===== src/rtl/gt_rx_link_ctrl.sv =====
// GT RX lane bring-up and supervision: reset pulse, resetdone wait, comma realign, blind period,
// IDLE-qualified lock, then monitoring of alignment, elastic buffer and IDLE cadence while up.
module gt_rx_link_ctrl #(
    parameter logic [15:0] g_IDLE          = 16'hbc95,
    parameter int          g_IDLE_PERIOD   = 193,
    parameter int          g_RESET_CYCLES  = 16,
    parameter int          g_BLIND_PERIOD  = 10,
    parameter int          g_NUM_IDLE_LOCK = 4,
    parameter int          g_TIMEOUT       = 65535
) (
    input  logic        usrclk_i,
    input  logic        rst_n_i,
    input  logic        enable_i,
    input  logic        rx_resetdone_i,
    input  logic        rx_aligned_i,
    input  logic [15:0] rx_data_i,
    input  logic [1:0]  rx_k_i,
    input  logic [2:0]  rx_bufstatus_i,
    output logic        gt_rxreset_o,
    output logic        rx_realign_o,
    output logic        link_up_o,
    output logic [2:0]  state_o,
    output logic [7:0]  retry_cnt_o,
    output logic [15:0] buf_err_cnt_o
);

    typedef enum logic [2:0] {
        S_OFF       = 3'd0,
        S_RESET     = 3'd1,
        S_WAIT_DONE = 3'd2,
        S_REALIGN   = 3'd3,
        S_BLIND     = 3'd4,
        S_LOCK      = 3'd5,
        S_UP        = 3'd6
    } state_t;

    // Terminal values of the shared cycle counter for each timed condition.
    localparam logic [15:0] RESET_LAST   = 16'(g_RESET_CYCLES - 1);
    localparam logic [15:0] BLIND_LAST   = 16'(g_BLIND_PERIOD - 1);
    localparam logic [15:0] TIMEOUT_LAST = 16'(g_TIMEOUT - 1);
    localparam logic [15:0] WDOG_LAST    = 16'(2 * g_IDLE_PERIOD - 1);
    localparam logic [15:0] IDLE_LAST    = 16'(g_NUM_IDLE_LOCK - 1);

    state_t      state_q;
    state_t      state_d;
    logic [15:0] cnt_q;
    logic [15:0] idle_cnt_q;
    logic [7:0]  retry_q;
    logic [15:0] buf_err_q;
    logic        rxreset_q;
    logic        realign_q;
    logic        link_up_q;

    logic        is_idle;
    logic        bad_k;
    logic        retry_inc;
    logic        buf_err_inc;
    logic        idle_inc;
    logic        wdog_clr;
    logic        unused_bufstatus;

    assign is_idle = (rx_k_i == 2'b10) && (rx_data_i == g_IDLE);
    // Data words carry no K flag; any K pattern other than a correct IDLE means misalignment.
    assign bad_k   = (rx_k_i != 2'b00) && !is_idle;

    // Only the under/overflow flag of the elastic buffer status is of interest.
    assign unused_bufstatus = ^rx_bufstatus_i[1:0];

    always_comb begin
        // NOTE: every combinational output gets a default first so no path can infer a latch.
        state_d     = state_q;
        retry_inc   = 1'b0;
        buf_err_inc = 1'b0;
        idle_inc    = 1'b0;
        wdog_clr    = 1'b0;
        if (!enable_i) begin
            state_d = S_OFF;
        end else begin
            case (state_q)
                S_OFF: state_d = S_RESET;
                S_RESET: begin
                    if (cnt_q == RESET_LAST) state_d = S_WAIT_DONE;
                end
                S_WAIT_DONE: begin
                    if (rx_resetdone_i) begin
                        state_d = S_REALIGN;
                    end else if (cnt_q == TIMEOUT_LAST) begin
                        state_d   = S_RESET;
                        retry_inc = 1'b1;
                    end
                end
                S_REALIGN: begin
                    if (rx_aligned_i) begin
                        state_d = S_BLIND;
                    end else if (cnt_q == TIMEOUT_LAST) begin
                        state_d   = S_RESET;
                        retry_inc = 1'b1;
                    end
                end
                S_BLIND: begin
                    if (!rx_aligned_i) state_d = S_REALIGN;
                    else if (cnt_q == BLIND_LAST) state_d = S_LOCK;
                end
                S_LOCK: begin
                    if (!rx_aligned_i || bad_k) begin
                        state_d = S_REALIGN;
                    end else if (is_idle && idle_cnt_q == IDLE_LAST) begin
                        state_d = S_UP;
                    end else begin
                        idle_inc = is_idle;
                        if (cnt_q == TIMEOUT_LAST) begin
                            state_d   = S_RESET;
                            retry_inc = 1'b1;
                        end
                    end
                end
                S_UP: begin
                    if (rx_bufstatus_i[2]) begin
                        state_d     = S_RESET;
                        buf_err_inc = 1'b1;
                    end else if (!rx_aligned_i || bad_k) begin
                        state_d = S_REALIGN;
                    end else if (is_idle) begin
                        wdog_clr = 1'b1;
                    end else if (cnt_q == WDOG_LAST) begin
                        state_d = S_REALIGN;
                    end
                end
                default: state_d = S_OFF;
            endcase
        end
    end

    always_ff @(posedge usrclk_i or negedge rst_n_i) begin
        if (!rst_n_i) begin
            state_q    <= S_OFF;
            cnt_q      <= '0;
            idle_cnt_q <= '0;
            retry_q    <= '0;
            buf_err_q  <= '0;
            rxreset_q  <= 1'b0;
            realign_q  <= 1'b0;
            link_up_q  <= 1'b0;
        end else begin
            // NOTE: state registers use non-blocking assignments so every flop samples pre-edge values.
            state_q <= state_d;
            if (state_d != state_q || wdog_clr) cnt_q <= '0;
            else if (cnt_q != 16'hffff)          cnt_q <= cnt_q + 16'd1;

            if (state_d != state_q) idle_cnt_q <= '0;
            else if (idle_inc)      idle_cnt_q <= idle_cnt_q + 16'd1;

            if (retry_inc && retry_q != 8'hff)       retry_q   <= retry_q + 8'd1;
            if (buf_err_inc && buf_err_q != 16'hffff) buf_err_q <= buf_err_q + 16'd1;

            // Outputs decode the next state so they change on the same edge as state_o.
            rxreset_q <= (state_d == S_RESET);
            realign_q <= (state_d == S_REALIGN);
            link_up_q <= (state_d == S_UP);
        end
    end

    assign gt_rxreset_o  = rxreset_q;
    assign rx_realign_o  = realign_q;
    assign link_up_o     = link_up_q;
    assign state_o       = state_q;
    assign retry_cnt_o   = retry_q;
    assign buf_err_cnt_o = buf_err_q;

endmodule


===== config.mk =====
export PLATFORM = sky130hd
export DESIGN_NAME = gt_rx_link_ctrl
export DESIGN_NICKNAME = d
export VERILOG_FILES = /design/src/rtl/gt_rx_link_ctrl.sv
export SDC_FILE = /design/constraint.sdc
export NUM_CORES = 1
export LEC_CHECK = 0
export CAP_MARGIN = 10
export CORE_MARGIN = 10
export CORE_UTILIZATION = 40
export CTS_CLUSTER_SIZE = 12
export DETAILED_ROUTE_END_ITERATION = 7
export PLACE_DENSITY = 0.69
export SLEW_MARGIN = 20
export SYNTH_ARGS = -nofsm -noshare
export SYNTH_HDL_FRONTEND = slang
export SYNTH_SLANG_ARGS = --single-unit
export TNS_END_PERCENT = 30

===== constraint.sdc =====
create_clock -name usrclk_i -period 6.6 [get_ports usrclk_i]
set_input_delay 1.32 -clock usrclk_i [delete_from_list [all_inputs] [get_ports usrclk_i]]
set_output_delay 1.32 -clock usrclk_i [all_outputs]
set_load 0.01 [all_outputs]

=== Word-level counts from Yosys, hierarchy flattened ===
Index checks and enable logic that the tools add are counted.

* Flip-flop bits (word level): 62
* Word-level logic and storage cells: 82

* Reductions and logical operators: 13
* Eq/ne operators: 20
* Multiplexer cells: 37
* Add/sub/neg operators: 4

{| class="wikitable"
|+ Operators by type and width
! kind !! count
|-
| 2-to-1 mux 16 bit || 4
|-
| adder 16 x 1 -> 16 bit (second input constant) || 3
|-
| 2-to-1 mux 3 bit || 13
|-
| equality test 16 bit (second input constant) || 2
|-
| equality test 16 x 4 -> 1 bit (second input constant) || 2
|-
| inequality test 16 bit (second input constant) || 2
|-
| one-hot mux 3 bit (7 select lines) || 1
|-
| 2-to-1 mux 1 bit || 18
|-
| equality test 16 x 2 -> 1 bit (second input constant) || 1
|-
| equality test 16 x 9 -> 1 bit (second input constant) || 1
|-
| equality test 3 bit (second input constant) || 4
|-
| equality test 3 x 2 -> 1 bit (second input constant) || 3
|-
| adder 8 x 1 -> 8 bit (second input constant) || 1
|-
| inequality test 8 bit (second input constant) || 1
|-
| equality test 3 x 1 -> 1 bit (second input constant) || 2
|-
| nonzero test 2 bit || 3
|-
| logical AND 1 bit || 5
|-
| zero test 3 bit || 1
|-
| inequality test 3 bit || 1
|-
| one-hot mux 1 bit (3 select lines) || 1
|-
| equality test 2 bit (second input constant) || 1
|-
| zero test 1 bit || 2
|-
| logical OR 1 bit || 2
|}

=== Logic depth before layout (Yosys ltp) ===
Gate-level depths: netlist (run 1).

* Word-level depth: 12
* Mapped depth: 10
* Gate-level depth less buffers: 9

=== Worst setup path after synthesis (run 1) ===
OpenSTA, ideal clock, no wires.

* Kind: input to register
* Start: input port rx_data_i[5]
* End: register idle_cnt_q[10]
* Arrival time: 3.070 ns
* Buffers on the path: 1
* Slack: 3.411 ns
* Cell stages on the path: 8
* Setup time: 0.119 ns
* Path through: and4b_1 -> nor4b_1 -> and3_1 -> a31oi_1 -> or4_4 -> nand4_4 -> buf_6 -> nor2_1

* Cells in the longest elaborated chain, start to end: 11
* Elaborated cells on any way between the ends: 20
* Those cells by class: eq/ne: 2; mux: 12; reduce/logical: 6

{| class="wikitable"
|+ Ends and longest elaborated chain
! item !! line !! RTL
|-
| from (decl) || 16 || <nowiki>input logic [15:0] rx_data_i,</nowiki>
|-
| equality test 16 bit * || 62 || <nowiki>assign is_idle = (rx_k_i == 2'b10) && (rx_data_i == g_IDLE);</nowiki>
|-
| logical AND 1 bit * || 62 ||
|-
| zero test 1 bit || 64 || <nowiki>assign bad_k = (rx_k_i != 2'b00) && !is_idle;</nowiki>
|-
| logical AND 1 bit || 64 ||
|-
| logical OR 1 bit || 105, 121 ||
|-
| 2-to-1 mux 3 bit || 121 || <nowiki>end else if (!rx_aligned_i || bad_k) begin</nowiki>
|-
| 2-to-1 mux 3 bit || 118 || <nowiki>if (rx_bufstatus_i[2]) begin</nowiki>
|-
| one-hot mux 3 bit (7 select lines) || 79 || <nowiki>case (state_q)</nowiki>
|-
| 2-to-1 mux 3 bit || 76 || <nowiki>if (!enable_i) begin</nowiki>
|-
| inequality test 3 bit || 150 || <nowiki>if (state_d != state_q) idle_cnt_q <= '0;</nowiki>
|-
| 2-to-1 mux 16 bit / nonzero test 2 bit (equally long branches) || - ||
|-
| to (signal assigned) || 151 || <nowiki>else if (idle_inc) idle_cnt_q <= idle_cnt_q + 16'd1;</nowiki>
|-
| to (decl) || 47 || <nowiki>logic [15:0] idle_cnt_q;</nowiki>
|}

Mark *: on every way between the ends. The rest lies on a longest branch, timed or not.
A chain may end at the register's enable or synchronous reset.

=== Worst setup path after layout (run 1) ===
* Start: input port rx_k_i[0]
* End: register cnt_q[1]

* Cells in the longest elaborated chain, start to end: 12
* Elaborated cells on any way between the ends: 23
* Those cells by class: eq/ne: 2; mux: 13; reduce/logical: 8

{| class="wikitable"
|+ Ends and longest elaborated chain
! item !! line !! RTL
|-
| from (decl) || 17 || <nowiki>input logic [1:0] rx_k_i,</nowiki>
|-
| equality test 2 bit || 62 ||
|-
| logical AND 1 bit || 62 ||
|-
| zero test 1 bit || 64 ||
|-
| logical AND 1 bit || 64 ||
|-
| logical OR 1 bit || 105, 121 ||
|-
| 2-to-1 mux 3 bit || 121 ||
|-
| 2-to-1 mux 3 bit || 118 ||
|-
| one-hot mux 3 bit (7 select lines) || 79 ||
|-
| 2-to-1 mux 3 bit || 76 ||
|-
| inequality test 3 bit || 147 || <nowiki>if (state_d != state_q || wdog_clr) cnt_q <= '0;</nowiki>
|-
| logical OR 1 bit * || 147 ||
|-
| 2-to-1 mux 16 bit / nonzero test 2 bit (equally long branches) || - ||
|-
| to (signal assigned) || 148 || <nowiki>else if (cnt_q != 16'hffff) cnt_q <= cnt_q + 16'd1;</nowiki>
|-
| to (decl) || 46 || <nowiki>logic [15:0] cnt_q;</nowiki>
|}

Marked as above.

==> run metrics, run 1 <==
row count 34; Reg-to-Reg Start cnt_q[12]; fraction of the yosys area taken by sequential cells 44.2%; fin util 50.2%; peak supply drop 151 uV; PwrDens 186 nW/um^2; CTS Buffer Depth 2; post-synth cell types 50; synthesized net count 405; maximum fanout along the worst path 16; Max Slew Vio Count 0; Hold Fails Final Rpt 0; root buf cell clkbuf_8; Post-synth EDFFs 0; vias in the first global route 2873; hold-fix buffers at CTS 0; Int Power 0.630 mW; worst-path cell chain clkdlybuf4s50_1 > nand4bb_1 > nor4b_1 > nand4_1 > a21o_1 > o221ai_1 > nand4_4 > a211oi_1; share of post-route cells with drive strength above 1 5.80%; worst reg2reg setup slack 3750 ps; max-cap viol count 0; worst rel slew slack 48.0%; final setup vio count 0; reg2reg end idle_cnt_q[7]; Most Used Layer, Global Route met2; clock transition at the registers of the reported paths 70 ps; R2R depth 6; met1 usage 15.5%; Die Y-Extent 114 um; WHS Path Cells 1; first-pass GRT wire length 13900 um; worst path required time 6840 ps; HP Class flip-flop to flip-flop; DR vias 2898; GPL Wtd Cong 0.843; wire length per cell 15.0 um; Worst Hold End buf_err_cnt_o[10]; status completed; GRT met2 Usage 21.5%; Leak 1.86 nW; die footprint 12900 um^2; CP Launch Point rx_k_i[0]; Comb power frac 6.3%; Post-CTS Setup Bufs 0; Tcrit/Tclk final 55.9%; GRT Total Usage 12.8%; Critical Path Max Stage Delay 530 ps; post-synthesis async set-or-reset flop share 100%; met3 Use GR 3.88%; depth of the CTS H-tree 3; commonest cells after routing, fill and taps aside dfrtp_1 (62), nor2_1 (53), clkdlybuf4s50_1 (52); Max Clk Rate 271 MHz; Die W 114 um; Final Skew 6.41 ps; Num CTS Buffers 9; Switching Share 22.1%; TritonRoute pass-1 iters 4; RSZ-0062 raised after global routing false; crit path kind input pin to flip-flop; clock power share 45.3%; Clock Latency Late Sink 340 ps; Crit. End Element flip-flop; # port buffers 53; # diodes 0; Syn Area/Cell 9.41 um^2; commonest non-fill, non-tap cell in the layout dfrtp_1; DRT antenna net count 0; final WL 8090 um; Core ar. 8640 um^2; Detailed Place HPWL 5920 um; Worst Tran Pin Value 779 ps; Initial Utilization 40.7%; DRT iter0 DRCs 182; Critical Path AT 3930 ps; part of the power in registers 48.3%; grt ovf 0; P_sw 0.178 mW; initial antenna violation count 0; minimum clock period 3690 ps; area grow syn2layout 23.4%; residual DRC count 0; largest net degree at the start of global routing 63; final net count 458; Setup TNS Final 0 ps; Synth Instances 373; CTS Sinks 62; routed vias/inst 5.38; Post-Syn Area 3510 um^2; critical hold path startpoint buf_err_cnt_o[10]; Synth Register Bits 62; top_reg_cell synth dfrtp_1; Resize count post-CTS 0; critical path startpoint category input pin; Hold WS 492 ps; YS warnings 0; Max stage delay cell, worst path nor4b_1; # IOs 56; Fillers 820; TritonCTS clock tree yes
==> cell families after synthesis <==
| group | share of synthesized area, % |
|---|---|
| mux | 1.21 |
| compound gates | 7.34 |
| xor+xnor | 12.2 |
| flops | 44.2 |
| simple gates | 29.7 |
| buf+inv | 3.21 |
| fa+ha+maj | 2.14 |
==> cell type report <==
cell class	instances	area, um^2	area share (%)
clock buffer	12	145	3.35
clock inverter	4	70.1	1.62
inverter	14	52.6	1.21
multi-input combinational	285	1850	42.6
sequential	62	1550	35.8
tap	108	135	3.12
timing repair buffer	54	533	12.3
==> sequential cells by signal (all words and copies together), names as in the netlist <==
register and flops:
link_up_o 1, buf_err_cnt_o 16, retry_cnt_o 8, state_o 3, idle_cnt_q 16, gt_rxreset_o 1, rx_realign_o 1, cnt_q 16
==> per-layer routing <==
| metal | vias up | share of wire, % |
|---|---|---|
| met3 | 14 | 5.2 |
| met1 | 1395 | 43 |
| met2 | 57 | 51 |
| li1 | 1432 | - |
| met4 | 0 | 1.6 |
| met5 | - | 0 |
==> power groups by stage <==
stage	sequential [mW]	combinational, mW	clock, mW
floorplan	0.394	0.0267	0
global placement	0.397	0.0509	0
detailed placement	0.398	0.0517	0
CTS	0.391	0.0520	0.374
global route	0.391	0.0582	0.391
finish	0.391	0.0510	0.366
==> how the worst max path moves through the flow <==
stage	endpoint	slack [ps]	cells past startpoint
2_1_floorplan	idle_cnt_q[10]	3410	8
3_3_place_gp	cnt_q[1]	2580	8
3_5_place_dp	cnt_q[1]	2570	8
4_1_cts	cnt_q[1]	2930	8
5_1_grt	cnt_q[1]	2650	8
6_report	cnt_q[1]	2910	8
==> critical path: cells and delay by family <==
family	cells	cell delay, ps
AO/OA/AOI/OAI	3	900
AND/OR/NAND/NOR	4	1260
buffers and inverters	1	450
==> per-stage QoR <==
stage / instance area [um^2] / power, mW / std cells / setup WS [ps]
2_1_floorplan: 3510 / 0.421 / 373 / 3410
3_3_place_gp: 4120 / 0.448 / 523 / 2580
3_5_place_dp: 4120 / 0.449 / 523 / 2570
6_report: 4330 / 0.808 / 539 / 2910
5_1_grt: 4330 / 0.840 / 539 / 2650
4_1_cts: 4330 / 0.817 / 539 / 2930
==> Yosys cell counts, types with 2 or more instances <==
cell type,number,share of area [%]
nor2_1,53,5.7
xor2_1,23,5.7
buf_6,2,0.64
or4_4,2,0.64
xnor2_1,26,6.5
inv_1,14,1.5
dfrtp_1,62,44
o21bai_1,2,0.43
nor2b_1,4,0.71
nor3b_1,5,1.1
nor4_1,4,0.71
and3_1,11,2.0
or3_1,4,0.71
a31oi_1,3,0.53
a311o_1,2,0.57
a221oi_1,2,0.50
nand2_1,21,2.2
nor4b_1,5,1.2
and2_1,5,0.89
nand3b_1,3,0.64
ha_1,6,2.1
a211oi_1,2,0.43
nor3_1,14,2.0
nand3_1,24,3.4
mux2_2,2,0.64
a21oi_1,12,1.7
nand4_1,15,2.7
and4b_1,2,0.57
or4_1,5,1.1
mux2i_1,2,0.57
clkbuf_1,10,1.1
o21ai_0,4,0.57
and4_1,4,1.0
nand4_4,2,1.2
Power figures use the tool's default switching activity.
==> inputs of run 2 (changes only) <==
--- a/config.mk
+++ b/config.mk
@@ -10,7 +10,7 @@
 export CORE_UTILIZATION = 40
 export CTS_CLUSTER_SIZE = 12
 export DETAILED_ROUTE_END_ITERATION = 7
-export PLACE_DENSITY = 0.69
+export PLACE_DENSITY = 0.72
 export SLEW_MARGIN = 20
 export SYNTH_ARGS = -nofsm -noshare
 export SYNTH_HDL_FRONTEND = slang
==> constraint.sdc (replaced) <==
create_clock -name usrclk_i -period 3.1 [get_ports usrclk_i]
set_input_delay 0.62 -clock usrclk_i [delete_from_list [all_inputs] [get_ports usrclk_i]]
set_output_delay 0.62 -clock usrclk_i [all_outputs]
set_load 0.01 [all_outputs]
==> run 2 against run 1 <==
Worst hold slack got worse by 270 ps. Combinational power rose by 120%. Register-to-register slack got worse by 3500 ps. Die area did not move. Clock power rose by 94%. Wire length rose by 0.54%. Critical path type is now flip-flop to flip-flop.
==> run metrics, run 2 (synthesized netlist as in run 1, its figures left out) <==
status completed; commonest non-fill, non-tap cell in the layout dfrtp_1; area of the multi-input gates 1850 um^2; clock power share 42.9%; # diodes 0; peak supply drop 257 uV; share of post-route cells with drive strength above 1 7.97%; die footprint 12900 um^2; Tcrit/Tclk final 92.0%; GRT Total Usage 12.9%; register area 1550 um^2; DR vias 2935; initial antenna violation count 0; worst rel slew slack 62.0%; row count 34; fin util 50.7%; GPL Wtd Cong 0.883; largest net degree at the start of global routing 23; Core ar. 8640 um^2; routed vias/inst 5.37; final net count 466; Die Y-Extent 114 um; vias in the first global route 2909; Fillers 797; Critical Path AT 3070 ps; PwrDens 378 nW/um^2; Detailed Place HPWL 6180 um; Non-Filler Cell Area, Final 4380 um^2; crit path kind flip-flop to flip-flop; part of the power in registers 50.3%; maximum fanout along the worst path 16; area grow syn2layout 24.6%; CP Launch Point cnt_q[9]; Leak 1.88 nW; wire length per cell 14.9 um; Clock Latency Late Sink 350 ps; Initial Utilization 40.7%; max-cap viol count 0; Die W 114 um; Comb power frac 6.8%; # port buffers 53; DRT iter0 DRCs 143; residual DRC count 0; Max Clk Rate 351 MHz; P_sw 0.411 mW; minimum clock period 2850 ps; RSZ-0062 raised after global routing false; hold-fix buffers at CTS 0; critical path startpoint category flip-flop; # IOs 56; reg2reg end cnt_q[12]; commonest cells after routing, fill and taps aside dfrtp_1 (62), nor2_1 (53), clkdlybuf4s50_1 (52); TritonCTS clock tree yes; grt ovf 0; final setup vio count 0; worst reg2reg setup slack 250 ps; TritonRoute pass-1 iters 4; DP Area 4180 um^2; DRT antenna net count 0; Resize count post-CTS 0; CTS Sinks 62; Setup TNS Final 0 ps; clock transition at the registers of the reported paths 80 ps; Worst Tran Pin Value 569 ps; R2R depth 6; Hold Fails Final Rpt 0; worst path required time 3320 ps; HP Class input pin to async pin; Reg-to-Reg Start cnt_q[9]; Crit. End Element flip-flop; Switching Share 24.9%; first-pass GRT wire length 14000 um; Final Skew 13.8 ps; CTS Buffer Depth 2; depth of the CTS H-tree 3; Num CTS Buffers 9; final WL 8130 um; Post-CTS Setup Bufs 0; Max Slew Vio Count 0; Int Power 1.24 mW; root buf cell clkbuf_8
run 2: layout make-up:
| class | instances | area share (%) |
|---|---|---|
| clock buffer | 9 | 2.83 |
| multi-input combinational | 285 | 42.2 |
| clock inverter | 7 | 1.66 |
| sequential | 62 | 35.5 |
| inverter | 14 | 1.20 |
| timing repair buffer | 62 | 13.6 |
| tap | 108 | 3.09 |
run 2: worst max path at each step:
stage               depth (start not counted)        end  slack, ps
finish                                      6  cnt_q[12]        250
detailed placement                          8  cnt_q[12]         -5
global placement                            8   cnt_q[1]         20
global route                                6   cnt_q[7]        160
CTS                                         6  cnt_q[12]        250
floorplan                                   7  cnt_q[11]        430
run 2: stage by stage:
step	total power, mW	worst slack, ps	hold WS, ps	cells
2_1_floorplan	0.896	429	324	373
3_3_place_gp	0.958	24.1	474	531
3_5_place_dp	0.961	-4.86	493	531
4_1_cts	1.67	253	236	547
5_1_grt	1.73	158	248	547
6_report	1.65	248	222	547
run 2: worst max-delay path, stage by stage, from the launching register on:
cell	delay, ps
dfrtp_1	420
or4_1	590
or4_1	580
a311o_1	410
a311o_1	400
nand4_4	240
nor3b_1	80
run 2: power groups by stage:
stage          Sequential, mW  Combinational [mW]  Clock [mW]
3_5_place_dp            0.847               0.115           0
6_report                0.832               0.112       0.710
3_3_place_gp            0.846               0.112           0
4_1_cts                 0.831               0.115       0.727
5_1_grt                 0.833               0.125       0.769
2_1_floorplan           0.839              0.0569           0
run 2: per-layer routing:
metal  track usage [%]  share of wire (%)  vias up
met5                 0                  0        -
met4              3.72                1.4        0
met3              3.67                4.4       10
met2              23.4                 52       41
met1              14.4                 42     1435
li1                  -                  -     1449
